File: src/rtl/g_mux_pkg.sv
// g_mux_pkg: shared constants and helpers for the arbitrated mux and its arbiter.
//   ARB_RR / ARB_FIXED : arbitration mode encodings
//   sel_w(n)           : index width for n channels, never below 1
package g_mux_pkg;

    localparam int ARB_RR    = 0;
    localparam int ARB_FIXED = 1;

    function automatic int sel_w(input int n);
        return (n <= 2) ? 1 : $clog2(n);
    endfunction

endpackage

File: src/rtl/g_arbiter.sv
// g_arbiter: round-robin or fixed-priority arbiter with one-hot grant and index.
//   clk, reset_n : clock, synchronous active-low reset
//   req          : request vector, one bit per channel
//   en           : grant permitted this cycle
//   adv          : a granted transfer happened; move the round-robin pointer
//   grant        : one-hot grant, zero when en is low or nobody requests
//   grant_idx    : index of the selected requester
module g_arbiter import g_mux_pkg::*; #(
    parameter  int CHANNELS = 4,
    parameter  int ARB_MODE = ARB_RR,
    localparam int SEL_W    = sel_w(CHANNELS)
) (
    input  logic                clk,
    input  logic                reset_n,
    input  logic [CHANNELS-1:0] req,
    input  logic                en,
    input  logic                adv,
    output logic [CHANNELS-1:0] grant,
    output logic [SEL_W-1:0]    grant_idx
);

    logic [SEL_W-1:0] rr_ptr;
    logic [SEL_W-1:0] start;
    logic [SEL_W-1:0] hi_idx;
    logic [SEL_W-1:0] lo_idx;
    logic [SEL_W-1:0] nxt_ptr;
    logic             hi_hit;
    logic             lo_hit;

    assign start = (ARB_MODE == ARB_FIXED) ? '0 : rr_ptr;

    // Two-pass search avoids a rotating index: the lowest requester at or
    // above the pointer wins, else the lowest requester overall (the wrap).
    always_comb begin
        hi_hit = 1'b0;
        lo_hit = 1'b0;
        hi_idx = '0;
        lo_idx = '0;
        for (int i = CHANNELS - 1; i >= 0; i--) begin
            if (req[i]) begin
                lo_hit = 1'b1;
                lo_idx = SEL_W'(i);
            end
            if (req[i] && i >= int'(start)) begin
                hi_hit = 1'b1;
                hi_idx = SEL_W'(i);
            end
        end
        grant_idx = hi_hit ? hi_idx : lo_idx;
    end

    always_comb begin
        grant = '0;
        for (int i = 0; i < CHANNELS; i++)
            grant[i] = en && lo_hit && (grant_idx == SEL_W'(i));
    end

    // Explicit wrap so non-power-of-two channel counts return to 0.
    assign nxt_ptr = (int'(grant_idx) == CHANNELS - 1) ? '0 : grant_idx + SEL_W'(1);

    always_ff @(posedge clk) begin
        if (!reset_n)
            rr_ptr <= '0;
        else if (adv && ARB_MODE == ARB_RR)
            rr_ptr <= nxt_ptr;
    end

endmodule

File: src/rtl/g_mux_arb.sv
// g_mux_arb: N-channel registered mux with valid/ready handshakes and internal arbitration.
//   clk, reset_n         : clock, synchronous active-low reset
//   in_data/in_valid     : per-channel words and offers (channel i at [i*WIDTH +: WIDTH])
//   in_ready             : one-hot (or zero) take strobe per channel
//   out_data/out_chan    : registered selected word and its source channel
//   out_valid/out_ready  : output handshake
module g_mux_arb import g_mux_pkg::*; #(
    parameter  int WIDTH    = 16,
    parameter  int CHANNELS = 4,
    parameter  int ARB_MODE = ARB_RR,
    localparam int SEL_W    = sel_w(CHANNELS)
) (
    input  logic                      clk,
    input  logic                      reset_n,
    input  logic [CHANNELS*WIDTH-1:0] in_data,
    input  logic [CHANNELS-1:0]       in_valid,
    output logic [CHANNELS-1:0]       in_ready,
    output logic [WIDTH-1:0]          out_data,
    output logic [SEL_W-1:0]          out_chan,
    output logic                      out_valid,
    input  logic                      out_ready
);

    logic             can_load;
    logic             load;
    logic [SEL_W-1:0] grant_idx;
    logic [WIDTH-1:0] sel_data;

    // Gating with reset_n keeps in_ready low during reset.
    assign can_load = reset_n && (!out_valid || out_ready);

    g_arbiter #(
        .CHANNELS (CHANNELS),
        .ARB_MODE (ARB_MODE)
    ) u_arb (
        .clk       (clk),
        .reset_n   (reset_n),
        .req       (in_valid),
        .en        (can_load),
        .adv       (load),
        .grant     (in_ready),
        .grant_idx (grant_idx)
    );

    // Grant already implies the matching in_valid, so any grant is a transfer.
    assign load = |in_ready;

    always_comb begin
        sel_data = '0;
        for (int i = 0; i < CHANNELS; i++)
            sel_data = sel_data | (in_data[i*WIDTH +: WIDTH] & {WIDTH{in_ready[i]}});
    end

    always_ff @(posedge clk) begin
        if (!reset_n) begin
            out_valid <= 1'b0;
            out_data  <= '0;
            out_chan  <= '0;
        end else if (load) begin
            out_valid <= 1'b1;
            out_data  <= sel_data;
            out_chan  <= grant_idx;
        end else if (out_ready) begin
            out_valid <= 1'b0;
        end
    end

endmodule

File: config.mk
export PLATFORM = sky130hd
export DESIGN_NAME = g_mux_arb
export DESIGN_NICKNAME = d
export VERILOG_FILES = /design/src/rtl/g_mux_pkg.sv /design/src/rtl/g_arbiter.sv /design/src/rtl/g_mux_arb.sv
export SDC_FILE = /design/constraint.sdc
export NUM_CORES = 1
export LEC_CHECK = 0
export ABC_AREA = 1
export CORE_ASPECT_RATIO = 0.9
export CORE_UTILIZATION = 65
export DETAILED_ROUTE_END_ITERATION = 8
export DONT_BUFFER_PORTS = 1
export PLACE_DENSITY = 0.81
export SYNTH_ARGS = -nofsm -noshare
export SYNTH_HDL_FRONTEND = slang
export SYNTH_SLANG_ARGS = --single-unit
File: constraint.sdc
create_clock -name clk -period 3.8 [get_ports clk]
set_input_delay 0.76 -clock clk [delete_from_list [all_inputs] [get_ports clk]]
set_output_delay 0.76 -clock clk [all_outputs]
set_load 0.01 [all_outputs]
==> results by group, run 1 <==
Status
  • Outcome: finished clean

Final layout
  • Fill count: around 210
  • Design Area, Final: approximately 0.0015 mm^2
  • Layout area overhead: -1.75%
  • Antenna Cells: 0
  • Share of layout cells above drive strength 1: under 10%
  • Nets: about 300

Detailed routing
  • ANT nets after route: 0
  • Vias per inst: ~6
  • WL per Instance: between 15 and 20 um
  • Detailed-route via count: around 1500
  • # DRC: 0
  • DRT iter0 DRCs: 30
  • DRT Pass-1 Iters: 4
  • Final WL: 3.77 mm

CTS
  • Postcts setup bufs: 0
  • Hold-fix buffers, CTS: 0
  • Clock tree buffer depth: 2
  • H-Tree Depth: 1
  • CTS sink count: 21
  • TritonCTS buffer count: 3
  • Register clock-pin slew on the reported worst setup and hold paths: roughly 130 ps
  • CTS tree: yes
  • Clock Latency Late Sink: 310 ps
  • Clock root buffer: clkbuf_4
  • Resize count post-CTS: 0

Placed design
  • Place WS: 775 ps
  • Cell Area, Placed: around 0.0014 mm^2
  • DP Wirelength: between 2 and 3 mm
  • Port buffer count: 0
  • Final GP Congestion: 0.759

Timing
  • Setup ws final: between 700 and 800 ps
  • Peak Freq: between 300 and 400 MHz
  • Relative slew slack: approximately three fifths
  • Count of final hold-check violations: 0
  • Worst-margin pin slew: just under 600 ps
  • RSZ-0062 raised after global routing: false
  • Worst Skew: 10.1 ps
  • Final setup fails: 0
  • Tmin final: 3010 ps
  • Setup TNS: 0 ps
  • Final Cycle Share: about four fifths
  • Final Max Slew Viols: 0

Floorplan
  • I/O Pins: between 90 and 100
  • Die H: ~48 um
  • Placeable Area: roughly 0.0022 mm^2
  • Die Area: about 0.0025 mm^2
  • Die width: between 50 and 60 um
  • Row count: 16
  • Initial core utilization: 68.6%

Logic synthesis
  • Yosys top cell by area: dfxtp_1
  • FFs w/ async S/R, synth: 0%
  • Ys Warns: 0
  • Commonest cells post-synth: nand2_1, inv_1, nor2_1
  • Synth top area share: 28.1%
  • Post-synthesis mux area share: 0%
  • Main combinational cell family by area after synthesis: simple AND/OR/NAND/NOR gates
  • Post-Synthesis Cells: about 230
  • Synth Area in XOR/XNOR: 0%
  • Unique masters post-synth: 21
  • Top FF cell, synth: dfxtp_1
  • Synthesized flop and latch total: 21
  • Syn nets: slightly above 300
  • Cell area after synthesis: 0.00150 mm^2
  • Sequential element share of the synthesized area: between 20% and 30%
  • Largest cells by area after synthesis: dfxtp_1, nand2_1, a22o_1, inv_1, nand4_1
  • Synth Area in Adders: between 3 and 4%
  • Compound-Gate Fraction of Synth Area: 12.2%
  • Synth Area in Simple Gates: approximately 43%
  • EDFF count, synth: 0
  • Most common cell in the netlist: nand2_1
  • Syn avg cell area: between 6 and 7 um^2

Worst setup path
  • FF-to-FF Start: u_arb.rr_ptr[1]
  • CP Launch Type: input pin
  • Crit path kind: input pin to output port
  • Critical path fanouts, max: 17
  • Crit. End Element: output port
  • Crit path arrival time: around 2300 ps
  • R2R Setup Slk: roughly 1700 ps
  • Worst r2r dst: out_data[10]
  • Reg2reg path depth: 11
  • WP data required: approximately 3000 ps

Pwr
  • Pwr per Cell Area: between 400 and 500 mW/mm^2
  • Total Power: 628 uW
  • Pleak: 0.757 nW
  • Worst vdd ir: around 220 uV

Global routing
  • Largest net degree at the start of global routing: 42
  • GRT Util Overall: 28.6%
  • Remaining Overflow, GRT: 0
  • Vias in the first global route: roughly 1300
  • Initial antenna violation count: 0
  • First-pass GRT wire length: ~5.2 mm

Min path
  • Hold path depth: 2
  • Hold-critical path endpoint: u_arb.rr_ptr[0]
  • Hold_sp: u_arb.rr_ptr[0]
  • Worst Hold Class: flop to flop

Flow run
  • Max-cap viol count: 0
==> cell families (layout without fill, tap and decap cells) <==
family | count (synthesis) | after routing
AO/OA/AOI/OAI | 24 | 24
adder cells (fa/ha/maj) | 4 | 4
buffers and inverters | 42 | 33
flip-flops | 21 | 21
AND/OR/NAND/NOR | 140 | 140
==> where the power goes <==
| part | switching [mW] | leakage (nW) | internal (mW) | total (mW) |
|---|---|---|---|---|
| Sequential | 0.0378 | 0.176 | 0.256 | 0.293 |
| Clock | 0.0748 | 0.0177 | 0.0393 | 0.114 |
| Combinational | 0.134 | 0.563 | 0.0862 | 0.220 |
==> state kept, by name, indices dropped and copies added (netlist names) <==
signal        flops
out_data         16
out_chan          2
u_arb.rr_ptr      2
out_valid         1
==> cells in the final DEF (no fill, tap or decap), types with 2 or more instances in the layout <==
master | synthesis | layout
nand2_1 | 75 | 75
nor2_4 | 2 | 2
ha_1 | 4 | 4
dfxtp_1 | 21 | 21
nand3_1 | 19 | 19
a22o_1 | 16 | 16
inv_1 | 27 | 27
nor2_1 | 24 | 24
clkbuf_4 | 0 | 3
a21oi_1 | 6 | 6
nand4_1 | 16 | 16
==> worst max path at each step <==
stage,startpoint,to,slack [ps],depth (start not counted)
after detailed placement,in_valid[1],in_ready[3],780,9
after floorplan,in_valid[1],in_ready[3],940,11
after CTS,in_valid[1],in_ready[3],770,9
after global placement,in_valid[1],in_ready[3],880,9
after global routing,in_valid[1],in_ready[3],610,9
final,in_valid[1],in_ready[3],790,9
==> worst max-delay path, stage by stage <==
cell and delay [ps]:
inv_1 60, nor2_1 130, nor2_1 70, a21oi_1 120, nand2_1 150, inv_1 120
ha_1 540, inv_1 90, nor2_1 220
==> per-layer routing <==
metal / vias up / global-route usage (%) / share of wire (%)
li1: 728 / - / -
met1: 679 / 30.9 / 40
met2: 85 / 57.5 / 51
met3: 4 / 4.44 / 8.2
met4: 0 / 9.47 / 0.72
met5: - / 0 / 0
==> final cells by class <==
class	count	area (um^2)	share of cell area, %
Multi-Input combinational cell	168	877	59.6
Tap cell	27	33.8	2.30
Timing Repair Buffer	1	7.51	0.510
Sequential cell	21	420	28.6
Clock inverter	1	5.00	0.340
Clock buffer	3	22.5	1.53
Inverter	28	105	7.14
==> through the flow <==
| stage | std cells | util [%] | hold WS [ps] |
|---|---|---|---|
| after floorplan | 231 | - | 455 |
| after global placement | 245 | 66.2 | 481 |
| after detailed placement | 245 | 66.2 | 502 |
| after CTS | 249 | 67.4 | 521 |
| after global routing | 249 | 67.4 | 534 |
| final | 249 | 67.4 | 522 |
(Power assumes the default switching activity.)
==> run 2: changes to the inputs <==
--- a/config.mk
+++ b/config.mk
@@ -7,10 +7,10 @@
 export LEC_CHECK = 0
 export ABC_AREA = 1
 export CORE_ASPECT_RATIO = 0.9
-export CORE_UTILIZATION = 65
+export CORE_UTILIZATION = 62
 export DETAILED_ROUTE_END_ITERATION = 8
 export DONT_BUFFER_PORTS = 1
-export PLACE_DENSITY = 0.81
+export PLACE_DENSITY = 0.78
 export SYNTH_ARGS = -nofsm -noshare
 export SYNTH_HDL_FRONTEND = slang
 export SYNTH_SLANG_ARGS = --single-unit
==> constraint.sdc (replaced) <==
create_clock -name clk -period 2.9 [get_ports clk]
set_input_delay 0.58 -clock clk [delete_from_list [all_inputs] [get_ports clk]]
set_output_delay 0.58 -clock clk [all_outputs]
set_load 0.01 [all_outputs]
==> run 2 against run 1 <==
Against the previous run: combinational power rose by 34%; non-clock buffer count is 2 higher; core utilization is 0.54 points lower; register-to-register slack worse by 960 ps; largest cell class unchanged; final cell count rose by 0.80%; global-route usage grew 2.0 points; clock power is 29% higher; largest power group unchanged; routed wire length rose by 3.1%; sequential power grew 31%; worst setup slack got worse by 420 ps.
==> results by group, run 2 (same netlist as run 1, synthesis figures left out) <==
Status
  • Outcome: finished clean

CTS
  • TritonCTS buffer count: 3 (unchanged)
  • CTS tree: yes
  • Clock tree buffer depth: 2 (unchanged)
  • Clock Latency Late Sink: 310 ps (about the same)
  • CTS sink count: 21 (unchanged)
  • Postcts setup bufs: 0 (unchanged)
  • Clock root buffer: clkbuf_4
  • Register clock-pin slew on the reported worst setup and hold paths: 130 ps (about the same)
  • Hold-fix buffers, CTS: 0 (unchanged)
  • H-Tree Depth: 1 (unchanged)
  • Resize count post-CTS: 0 (unchanged)

Worst setup path
  • CP Launch Type: flop
  • Worst Setup EP: in_ready[3]
  • FF-to-FF Start: u_arb.rr_ptr[1]
  • Crit. End Element: output port
  • Reg2reg path depth: 12 (+1)
  • Worst r2r dst: out_data[2]
  • Worst Setup SP: u_arb.rr_ptr[1]
  • Crit path arrival time: 1950 ps (-300 ps)
  • WP data required: 2320 ps (-720 ps)
  • Crit path kind: flop to output port
  • R2R Setup Slk: 700 ps (-960 ps)
  • Critical path fanouts, max: 8 (-9)

Floorplan
  • Placeable Area: 0.00222 mm^2 (+1.8%)
  • Die H: 48.6 um (+2.3%)
  • Row count: 16 (unchanged)
  • Die width: 53.8 um (+2.3%)
  • Initial core utilization: 67.4% (-1.2 points)
  • I/O Pins: 94 (unchanged)
  • Die Area: 0.00262 mm^2 (+4.6%)

Final layout
  • Post-layout util: 66.9% (-0.54 points)
  • Design Area, Final: 0.00149 mm^2 (+1.0%)
  • Most flops, register: out_data
  • Most frequent cells in the layout: nand2_1, inv_1, nor2_1, dfxtp_1, nand3_1
  • Max reg flops: 16 (unchanged)
  • Top Registers: out_data: 16 flops, out_chan: 2 flops, u_arb.rr_ptr: 2 flops
  • Most common cell after layout, fill and taps aside: nand2_1
  • Nets: 300 (+0.67%)
  • Antenna Cells: 0 (unchanged)
  • Share of layout cells above drive strength 1: 6.25% (+0.84 points)
  • Layout area overhead: -0.752%

Placed design
  • Final GP Congestion: 0.789 (+3.9%)
  • Place WS: 478 ps (-297 ps)
  • Port buffer count: 0 (unchanged)
  • DP Wirelength: 2.91 mm (+7.0%)
  • Cell Area, Placed: 0.00146 mm^2 (+1.0%)

Detailed routing
  • Detailed-route via count: 1518 (+1.5%)
  • DRT iter0 DRCs: 36 (+20%)
  • Final WL: 3.88 mm (+3.1%)
  • ANT nets after route: 0 (unchanged)
  • # DRC: 0 (unchanged)
  • Vias per inst: 6.05 (+0.66%)
  • Met1 wire length: 1.42 mm (-6.4%)
  • DRT Pass-1 Iters: 4 (unchanged)
  • Top layer in use: met4
  • Wire length on met3: 332 um (+7.8%)
  • WL per Instance: 15.5 um (+2.3%)
  • Metal2 WL: 2.09 mm (+9.7%)

Timing
  • Setup TNS: 0 ps (unchanged)
  • Setup ws final: 366 ps (-419 ps)
  • Final Cycle Share: slightly below 90%
  • Worst Skew: 11.0 ps (+0.922 ps)
  • Worst-margin pin slew: 456 ps (-137 ps)
  • Final Max Slew Viols: 0 (unchanged)
  • Final setup fails: 0 (unchanged)
  • Relative slew slack: 69.6% (+9.1 points)
  • Tmin final: approximately 2500 ps
  • RSZ-0062 raised after global routing: false
  • Peak Freq: 395 MHz
  • Count of final hold-check violations: 0 (unchanged)
  • Fin Hold WS: 404 ps (-119 ps)

Pwr
  • Net Sw Power: 323 uW (+31%)
  • Worst vdd ir: 414 uV (+85%)
  • Sequential power share: 46.6% (-0.2 points)
  • Switching Fraction: 39.1% (-0.15 points)
  • Int Pwr: 503 uW (+32%)
  • Pleak: 0.767 nW (+1.4%)
  • Pwr per Cell Area: 556 mW/mm^2 (+30%)
  • Share of total power in the clock network: 17.8% (-0.4 points)
  • Comb pwr share: 35.7% (+0.6 points)

Global routing
  • Remaining Overflow, GRT: 0 (unchanged)
  • GRT Util Overall: 30.6% (+2.0 points)
  • Vias in the first global route: 1354 (+6.2%)
  • Initial antenna violation count: 0 (unchanged)
  • First-pass GRT wire length: 5.82 mm (+11%)
  • Largest net degree at the start of global routing: 42 (unchanged)

Min path
  • Worst Hold Class: input pin to flop

Flow run
  • Max-cap viol count: 0 (unchanged)
## run 2: cell count changes in the layout (fill, tap and decap cells not counted), sizes merged
cell | before | now
buf | 1 | 3
## run 2: per-stage QoR
stage	cells	power (mW)
after floorplan	231	0.637
after global placement	247	0.668
after detailed placement	247	0.684
after CTS	251	0.830
after global routing	251	0.883
final	251	0.827
## run 2: power by group through the flow
stage / combinational, mW / clock (mW) / sequential [mW]
after floorplan: 0.253 / 0 / 0.383
after global placement: 0.278 / 0 / 0.390
after detailed placement: 0.291 / 0 / 0.392
after CTS: 0.292 / 0.152 / 0.386
after global routing: 0.335 / 0.158 / 0.390
final: 0.295 / 0.147 / 0.385
## run 2: layer usage
metal	GRT usage [%]	up-vias
met1	32.1	694
met2	56.6	83
met4	7.46	0
met3	9.12	4
li1	-	737
met5	0	-
## run 2: layout make-up
| class | count | area, um^2 |
|---|---|---|
| multi-input cells | 168 | 877 |
| fillers | 218 | 736 |
| inverters | 28 | 105 |
| well taps | 27 | 33.8 |
| repair buffers | 3 | 22.5 |
| flip-flops and latches | 21 | 420 |
| clock inverters | 1 | 5.00 |
| clock buffers | 3 | 22.5 |
## run 2: worst min-delay path by stage
stage | from | slack, ps | to | cells after the start
2_1_floorplan | u_arb.rr_ptr[0] | 460 | u_arb.rr_ptr[0] | 2
3_3_place_gp | u_arb.rr_ptr[0] | 480 | u_arb.rr_ptr[0] | 2
3_5_place_dp | u_arb.rr_ptr[0] | 480 | u_arb.rr_ptr[0] | 2
4_1_cts | reset_n | 400 | u_arb.rr_ptr[1] | 2
5_1_grt | reset_n | 390 | u_arb.rr_ptr[0] | 2
6_report | reset_n | 400 | u_arb.rr_ptr[1] | 2
## run 2: worst max-delay path: stages (launching register included)
cell and delay, ps:
dfxtp_1 410, nand2_1 100, nand2_1 70, nor2_1 40, a21oi_1 110, nand2_1 140
inv_1 110, ha_1 360, inv_1 80, nor2_1 220
